File: config.mk
export PLATFORM = sky130hd
export DESIGN_NAME = branch_predictor
export DESIGN_NICKNAME = d
export VERILOG_FILES = /design/src/rtl/branch_predictor_pkg.sv /design/src/rtl/branch_predictor_sat_counter2.sv /design/src/rtl/branch_predictor.sv
export SDC_FILE = /design/constraint.sdc
export NUM_CORES = 2
export LEC_CHECK = 0
export ABC_CLOCK_PERIOD_IN_PS = 5500
export BUFFER_PORTS_ARGS = -buffer_cell sky130_fd_sc_hd__buf_4
export CAP_MARGIN = 10
export CORE_MARGIN = 1.5
export CORE_UTILIZATION = 45
export CTS_BUF_LIST = sky130_fd_sc_hd__clkbuf_4 sky130_fd_sc_hd__clkbuf_8 sky130_fd_sc_hd__clkbuf_16
export CTS_CLUSTER_SIZE = 40
export DETAILED_ROUTE_END_ITERATION = 8
export SLEW_MARGIN = 40
export SYNTH_ARGS = -nofsm -noshare
export SYNTH_HDL_FRONTEND = slang
export SYNTH_SLANG_ARGS = --single-unit
export TNS_END_PERCENT = 10
File: constraint.sdc
create_clock -name clk -period 5.5 [get_ports clk]
set_input_delay 0.55 -clock clk [delete_from_list [all_inputs] [get_ports clk]]
set_output_delay 0.55 -clock clk [all_outputs]
set_load 0.01 [all_outputs]
File: src/rtl/branch_predictor_pkg.sv
// Shared constants for the branch predictor: branch type encoding and counter seeds.
package branch_predictor_pkg;

  localparam logic [2:0] NoBranch   = 3'd0;
  localparam logic [1:0] BpCtrInit  = 2'b01;
  localparam logic [1:0] BpCtrAlloc = 2'b10;

endpackage

File: src/rtl/branch_predictor_sat_counter2.sv
// 2-bit saturating up/down counter update (pure combinational next value).
module branch_predictor_sat_counter2 (
  input  logic [1:0] ctr_i,
  input  logic       up_i,
  output logic [1:0] ctr_o
);

  always_comb begin
    ctr_o = ctr_i;
    if (up_i) begin
      if (ctr_i != 2'b11) ctr_o = ctr_i + 2'd1;
    end else begin
      if (ctr_i != 2'b00) ctr_o = ctr_i - 2'd1;
    end
  end

endmodule

File: src/rtl/branch_predictor.sv
// Direct-mapped BTB + 2-bit BHT: same-cycle prediction in IF, training/mispredict in EX.
// Optional performance counters enabled by defining BP_PERF_EN.
module branch_predictor
  import branch_predictor_pkg::*;
#(
  parameter int unsigned IDX_BITS = 6
) (
  input  logic        clk,
  input  logic        rst_n,
  input  logic [31:0] if_pc,
  output logic        if_pred_taken,
  output logic [31:0] if_pred_npc,
  input  logic [31:0] ex_pc,
  input  logic [2:0]  ex_br_type,
  input  logic        ex_br,
  input  logic [31:0] ex_target,
  input  logic        ex_pred_taken,
  input  logic [31:0] ex_pred_npc,
  input  logic        ex_stall,
  output logic        ex_mispredict,
  output logic [31:0] ex_redirect_pc
`ifdef BP_PERF_EN
  ,
  output logic [31:0] perf_br_cnt,
  output logic [31:0] perf_miss_cnt
`endif
);

  localparam int unsigned TAG_BITS = 32 - IDX_BITS - 2;
  localparam int unsigned Entries  = 1 << IDX_BITS;

  logic                valid_q  [Entries];
  logic                valid_d  [Entries];
  logic [1:0]          ctr_q    [Entries];
  logic [1:0]          ctr_d    [Entries];
  logic [TAG_BITS-1:0] tag_q    [Entries];
  logic [TAG_BITS-1:0] tag_d    [Entries];
  logic [31:0]         target_q [Entries];
  logic [31:0]         target_d [Entries];

  logic [IDX_BITS-1:0] if_idx, ex_idx;
  logic [TAG_BITS-1:0] if_tag, ex_tag;
  logic                if_hit, ex_hit, ex_is_br, ex_upd;
  logic [1:0]          ex_ctr_next;
  logic [31:0]         actual_npc;
  logic                unused_pc_lsbs;

  assign if_idx = if_pc[IDX_BITS+1:2];
  assign if_tag = if_pc[31:IDX_BITS+2];
  assign ex_idx = ex_pc[IDX_BITS+1:2];
  assign ex_tag = ex_pc[31:IDX_BITS+2];
  assign unused_pc_lsbs = ^{if_pc[1:0], ex_pc[1:0]};

  // Read path: no bypass, so IF sees table contents from before this cycle's training.
  assign if_hit        = valid_q[if_idx] && (tag_q[if_idx] == if_tag);
  assign if_pred_taken = if_hit && ctr_q[if_idx][1];
  assign if_pred_npc   = if_pred_taken ? target_q[if_idx] : if_pc + 32'd4;

  assign ex_hit   = valid_q[ex_idx] && (tag_q[ex_idx] == ex_tag);
  assign ex_is_br = ex_br_type != NoBranch;
  assign ex_upd   = ex_is_br && !ex_stall;

  // Comparing full next PCs also catches a correct direction with a stale target.
  assign actual_npc     = (ex_is_br && ex_br) ? ex_target : ex_pc + 32'd4;
  assign ex_mispredict  = !ex_stall && (ex_pred_npc != actual_npc);
  assign ex_redirect_pc = actual_npc;

  branch_predictor_sat_counter2 u_ex_ctr (
    .ctr_i (ctr_q[ex_idx]),
    .up_i  (ex_br),
    .ctr_o (ex_ctr_next)
  );

  always_comb begin
    valid_d  = valid_q;
    ctr_d    = ctr_q;
    tag_d    = tag_q;
    target_d = target_q;
    if (ex_upd) begin
      if (ex_hit) begin
        ctr_d[ex_idx] = ex_ctr_next;
        if (ex_br) target_d[ex_idx] = ex_target;
      end else if (ex_br) begin
        valid_d[ex_idx]  = 1'b1;
        tag_d[ex_idx]    = ex_tag;
        target_d[ex_idx] = ex_target;
        ctr_d[ex_idx]    = BpCtrAlloc;
      end
    end else if (!ex_is_br && ex_pred_taken && !ex_stall) begin
      // Something that is not a branch was predicted taken: drop the bogus entry.
      valid_d[ex_idx] = 1'b0;
    end
  end

  always_ff @(posedge clk or negedge rst_n) begin
    if (!rst_n) begin
      valid_q <= '{default: 1'b0};
      ctr_q   <= '{default: BpCtrInit};
    end else begin
      valid_q <= valid_d;
      ctr_q   <= ctr_d;
    end
  end

  // Tag/target contents are meaningless while the valid bit is clear, so no reset.
  always_ff @(posedge clk) begin
    tag_q    <= tag_d;
    target_q <= target_d;
  end

`ifdef BP_PERF_EN
  logic [31:0] perf_br_cnt_q, perf_br_cnt_d;
  logic [31:0] perf_miss_cnt_q, perf_miss_cnt_d;

  always_comb begin
    perf_br_cnt_d   = perf_br_cnt_q + {31'd0, ex_upd};
    perf_miss_cnt_d = perf_miss_cnt_q + {31'd0, ex_mispredict};
  end

  always_ff @(posedge clk or negedge rst_n) begin
    if (!rst_n) begin
      perf_br_cnt_q   <= 32'd0;
      perf_miss_cnt_q <= 32'd0;
    end else begin
      perf_br_cnt_q   <= perf_br_cnt_d;
      perf_miss_cnt_q <= perf_miss_cnt_d;
    end
  end

  assign perf_br_cnt   = perf_br_cnt_q;
  assign perf_miss_cnt = perf_miss_cnt_q;
`endif

endmodule

Word-level counts from Yosys, hierarchy flattened:

Index checks and enable logic that the tools add are counted.

* shifts and indexed selects: 0
* equal/unequal tests: 6
* $mul: 0
* bitwise gates (word level): 9
* muxes and demuxes: 43
* div/mod/pow operators: 0
* add/subtract/negate cells: 4
* reduce and logical (&&, ||, !) cells: 19
* $lt $le $gt $ge: 3

Operators by type and width (number)
* bitwise mux 2048 bit: 1
* bitwise mux 1536 bit: 1
* binary-select mux 24 bit (select 6 bit): 2
* 2-to-1 mux 128 bit: 2
* 2-to-1 mux 64 bit: 4
* binary-select mux 32 bit (select 6 bit): 1
* demux 32 bit (select 6 bit): 1
* 2-to-1 mux 32 bit: 5
* demux 24 bit (select 6 bit): 1
* bitwise AND 64 bit: 2
* bitwise mux 128 bit: 1
* NOT 64 bit: 2
* OR 64 bit: 2
* 2-to-1 mux 24 bit: 5
* adder 32 x 3 -> 32 bit, second input constant: 2
* == test 24 bit: 2
* != test 32 bit: 1
* binary-select mux 2 bit (select 6 bit): 2
* 2-to-1 mux 2 bit: 8
* greater-or-equal comparator 7 bit, second input constant: 2
* NOT 6 -> 7 bit: 2
* binary-select mux 1 bit (select 6 bit): 2
* demux 2 bit (select 6 bit): 1
* logical AND 1 bit: 9
* 12 further kinds: 23

* flip-flop bits (word level): 3776
* bits in latches: 0
* bits in writable memories: 0
* input port bits: 136
* logic and storage cells: 340
* memories kept: 0
* output and inout bits: 66
* bits in read-only memories: 0

Longest topological paths before layout:

* word-level depth: 9
* depth in mapped cells: 20

Modules after synthesis:

A second synthesis with hierarchy kept.

* cells, all modules: 8856
* area, all modules: 164277.6 sq um

Modules (own cells, without submodules)
* branch_predictor: instances 1, seq. area each 112507.9 sq um, cells an instance 8853, area an instance 164251.3 sq um
* branch_predictor_sat_counter2: instances 1, seq. area each 0.0 sq um, cells an instance 3, area an instance 26.3 sq um

Worst setup path before layout:

Ideal clock, no wire load.

* kind: input to output
* start: input if_pc[2]
* end: output if_pred_npc[10]
* data arrival time: 4629 ps
* required time: 4950 ps
* path slack: 321 ps
* stages: 13
* buffers on the path: 9
* cells stage by stage: buf_2 buf_2 buf_2 buf_2 buf_4 buf_2 buf_2 buf_2 buf_1 mux4_2 mux4_2 mux4_2 mux2_2

* longest elaborated chain between the ends: 8

RTL lines
* start: declaration: RTL line branch_predictor.sv:10 `input logic [31:0] if_pc,`
* NOT 6 -> 7 bit (implied by the code): RTL line branch_predictor.sv:55, branch_predictor.sv:56, branch_predictor.sv:57
* binary-select mux 24 bit (select 6 bit): RTL line branch_predictor.sv:55 `assign if_hit = valid_q[if_idx] && (tag_q[if_idx] == if_tag);`
* 2-to-1 mux 24 bit (implied by the code) (2 in a row): RTL line branch_predictor.sv:55
* == test 24 bit: RTL line branch_predictor.sv:55
* logical AND 1 bit: RTL line branch_predictor.sv:55
* logical AND 1 bit: RTL line branch_predictor.sv:56 `assign if_pred_taken = if_hit && ctr_q[if_idx][1];`
* 2-to-1 mux 32 bit (*): RTL line branch_predictor.sv:57 `assign if_pred_npc = if_pred_taken ? target_q[if_idx] : if_pc + 32'd4;`
* end: declaration: RTL line branch_predictor.sv:12 `output logic [31:0] if_pred_npc,`

Every way passes the cells marked *; elsewhere a longest branch is shown, timed or not. The select of a mux whose other input is x is not followed.

Final worst setup path:

* start: input if_pc[3]
* end: output if_pred_taken

* longest elaborated chain between the ends: 7

RTL lines
* NOT 6 -> 7 bit (implied by the code) (*): RTL line branch_predictor.sv:55, branch_predictor.sv:56
* binary-select mux 24 bit (select 6 bit): RTL line branch_predictor.sv:55
* 2-to-1 mux 24 bit (implied by the code) (2 in a row): RTL line branch_predictor.sv:55
* == test 24 bit: RTL line branch_predictor.sv:55
* logical AND 1 bit: RTL line branch_predictor.sv:55
* logical AND 1 bit (*): RTL line branch_predictor.sv:56
* end: declaration: RTL line branch_predictor.sv:11 `output logic if_pred_taken,`

Marked as above.

==> results.ini <==
[sta]
whs_ns = 0.0511
fin_skew_ns = 0.0773
fin_ws_ns = -0.0617
rsz0062_at_grt = yes
finalMaxSlewViolations = 0
relSlewSlack_pct = 32.2
period_needed_ns = 5.56
worst_slew_pin_slew_ns = 1.01
finalCritPeriodShare_pct = 101
final-setup-viol-count = 14
hold_viol_final = 0
max_freq_ghz = 0.180

[layout]
area_growth_syn_to_layout_pct = 18.0
layout-drive-gt1-share_pct = 36.0
n_fill_cell = 27800
fin_cells = 14300
fin_nets = 9290

[setup_path]
endpoint_kind = output port
crit_arrival_ns = 5.01
cp_max_fo = 31
cp.required_ns = 4.95
worstSetupPathType = primary input to output port
start_kind = primary input

[drt]
routedWlPerCell_um = 42.9
drc = 0
top_layer = met5
wl_met2_mm = 271
wl_mm = 612
vias_per_cell = 6.95
ant_nets = 0
drt_iter0_drc = 17500
wl_met1_mm = 222
routed-via-count = 99000
dr.pass1.iters = 6
routed-wl-met3_mm = 78.3

[yosys]
synthCells = 8280
synth_ff_type = edfxtp_1
synth_edf_count = 3584
ys_types = 85
avgSynthCellArea_um2 = 19.6
yosys_warnings = 0
ys_seq_elements = 3776
netlist_area_um2 = 162000
synth_fp_nets = 8418
async_flop_share_pct = 5.08
yosysSeqAreaShare_pct = 69.3

[placed_design]
port_buffers = 201
gp_congestion = 0.999
placed_cells = 13500
dpl.hpwl_mm = 389

[floorplanning]
die_h_um = 603
initial_core_util_pct = 45.2
fp.dieW_um = 603
ios = 202
fp.coreArea_um2 = 359000
die-area_um2 = 364000
num_rows = 220

[pwr]
ir_drop_uv = 279
power_density_nw_per_um2 = 335
p_leak_nw = 63.2

[grt]
grt_max_degree = 84
antenna_found_initial = 49
grt_pass1_wl_mm = 824
grt_overflow = 0
grt.total_usage_pct = 33.2
grt_pass1_vias = 96600

[clock_tree]
cts_max_path_buffers = 4
htreeDepth = 5
numCtsBuffers = 387
cts-root-buf = clkbuf_16
cts.sinks = 3776
clock_latency_ns = 0.99
cts_tree = built
path_clk_slew_ns = 0.07

[run_status]
violations = negative setup slack
status = complete, but fails checks

[min_path]
hold_path_class = primary input to register

[flow_run]
maxCapViolCount = 0

-- where the power goes --
part | total (W) | switching [W] | leakage (nW) | internal (W)
Clock | 0.0267 | 0.0116 | 6.34 | 0.0152
Sequential | 0.0320 | 0.000179 | 34.6 | 0.0318
Combinational | 0.00545 | 0.00339 | 22.3 | 0.00206
-- layout by cell type (no fill, tap or decap), types with 128 or more instances in the layout --
master     synthesis  routed
mux2_2           196     196
mux2i_1          403     403
clkbuf_16          0     393
buf_4             43     741
mux4_2          1243    1243
a221oi_1         149     149
nor2_4             0     132
o21ai_0          237     232
buf_12             0     282
a22oi_1          160     160
edfxtp_1        3584    3584
nand2_1          250     248
dfrtp_1          128     128
-- flip-flops by register name, summed over array words and instances (netlist names), named ones only --
name      cells
target_q   2048
ctr_q       128
tag_q      1536
-- worst paths after layout --
kind	startpoint	to	slack, ns	cells after the start
min in group asynchronous	rst_n	ctr_q[49]	0.11	2
worst max register to register	tag_q[669]	tag_q[1187]	0.11	16
worst min-delay path	ex_pc[13]	tag_q[869]	0.05	1
max in group asynchronous	rst_n	ctr_q[123]	3.96	4
worst max-delay path	if_pc[3]	if_pred_taken	-0.06	16
worst min register to register	ctr_q[32]	ctr_q[32]	0.47	2
-- repair_timing --
| action | 4_1_cts | 5_1_grt |
|---|---|---|
| buffers inserted | 0 | 1 |
| pin swaps | 3 | 1 |
| endpoints found under the setup margin | 1466 | 33 |
| gates resized for setup | 8 | 11 |
| hold endpoints to repair | 81 | 0 |
| hold buffers | 4 | 0 |
-- routing by layer --
metal | up-vias | track usage [%]
met4 | 20 | 18.1
met5 | - | 0.0264
met1 | 52500 | 44.7
li1 | 36800 | -
met2 | 8026 | 49.5
met3 | 1739 | 8.84
-- area by class of cell --
class                      count  area (um^2)  share of cell area, %
antenna                       20         50.0                 0.0261
sequential                  3776       113000                   58.8
tap                         4773         5970                   3.12
multi-input combinational   3829        47900                   25.0
timing repair buffer        1079        12000                   6.24
clock buffer                 475        10500                   5.46
inverter                      79          309                  0.161
clock inverter               230         2310                   1.21
-- kinds of logic after synthesis --
family          count (synthesis)  share of synthesized area [%]
compound gates               1052                           4.48
xor+xnor                      138                          0.745
fa+ha+maj                       3                         0.0216
buf+inv                       675                           1.90
flops                        3776                           69.3
mux                          1862                           21.2
simple gates                  774                           2.26
-- through the flow --
stage / area [um^2] / TNS (ns) / total power (W) / setup WS (ns) / utilization [%]
2_1_floorplan: 162000 / 0 / 0.0351 / 0.321 / -
3_3_place_gp: 178000 / -1940.64 / 0.0378 / -1.24 / 49.6
3_5_place_dp: 178000 / -1369.32 / 0.0378 / -0.911 / 49.7
4_1_cts: 191000 / 0 / 0.0642 / 0.0155 / 53.3
5_1_grt: 191000 / -0.0440 / 0.0655 / -0.0440 / 53.3
6_report: 192000 / -0.129 / 0.0642 / -0.0617 / 53.4
-- cells in the mapped netlist, types with 8 or more instances --
| cell type | count | area share (%) |
|---|---|---|
| a211oi_1 | 27 | 0.12 |
| a21oi_1 | 126 | 0.39 |
| a221o_1 | 26 | 0.16 |
| a221oi_1 | 149 | 0.80 |
| a22o_1 | 30 | 0.16 |
| a22oi_1 | 160 | 0.74 |
| a31oi_1 | 27 | 0.10 |
| and2_1 | 13 | 0.050 |
| and3_1 | 16 | 0.062 |
| buf_1 | 105 | 0.24 |
| buf_2 | 179 | 0.55 |
| buf_4 | 43 | 0.20 |
| buf_6 | 21 | 0.15 |
| clkbuf_1 | 247 | 0.57 |
| dfrtp_1 | 128 | 2.0 |
| dfstp_2 | 64 | 1.0 |
| edfxtp_1 | 3584 | 66 |
| inv_1 | 74 | 0.17 |
| mux2_1 | 19 | 0.13 |
| mux2_2 | 196 | 1.4 |
| mux2i_1 | 403 | 2.5 |
| mux4_2 | 1243 | 17 |
| nand2_1 | 250 | 0.58 |
| nand2b_1 | 12 | 0.046 |
| nand3_1 | 90 | 0.28 |
| nand3b_1 | 30 | 0.14 |
| nand4_1 | 30 | 0.12 |
| nor2_1 | 223 | 0.52 |
| nor2b_1 | 23 | 0.089 |
| nor3_1 | 20 | 0.062 |
| nor3b_1 | 8 | 0.037 |
| nor4_1 | 13 | 0.050 |
| o211ai_1 | 13 | 0.060 |
| o21ai_0 | 237 | 0.73 |
| o21bai_1 | 54 | 0.25 |
| o221ai_1 | 28 | 0.15 |
| o22a_1 | 17 | 0.092 |
| o22ai_1 | 92 | 0.35 |
| or3_1 | 8 | 0.031 |
| xnor2_1 | 77 | 0.42 |
| xor2_1 | 61 | 0.33 |
-- worst max-delay path, cell delays in order --
cell,delay (ns)
buf_8,0.35
buf_12,0.28
buf_12,0.29
mux4_2,0.34
nand2_1,0.08
nand2_1,0.09
a221oi_1,0.47
a211oi_1,0.16
buf_4,0.20
a311oi_1,0.48
xor2_1,0.21
nand2_1,0.08
or4_1,0.55
nor4_4,0.47
buf_4,0.22
buf_4,0.11
No activity file was read; power rests on OpenSTA's default activity.
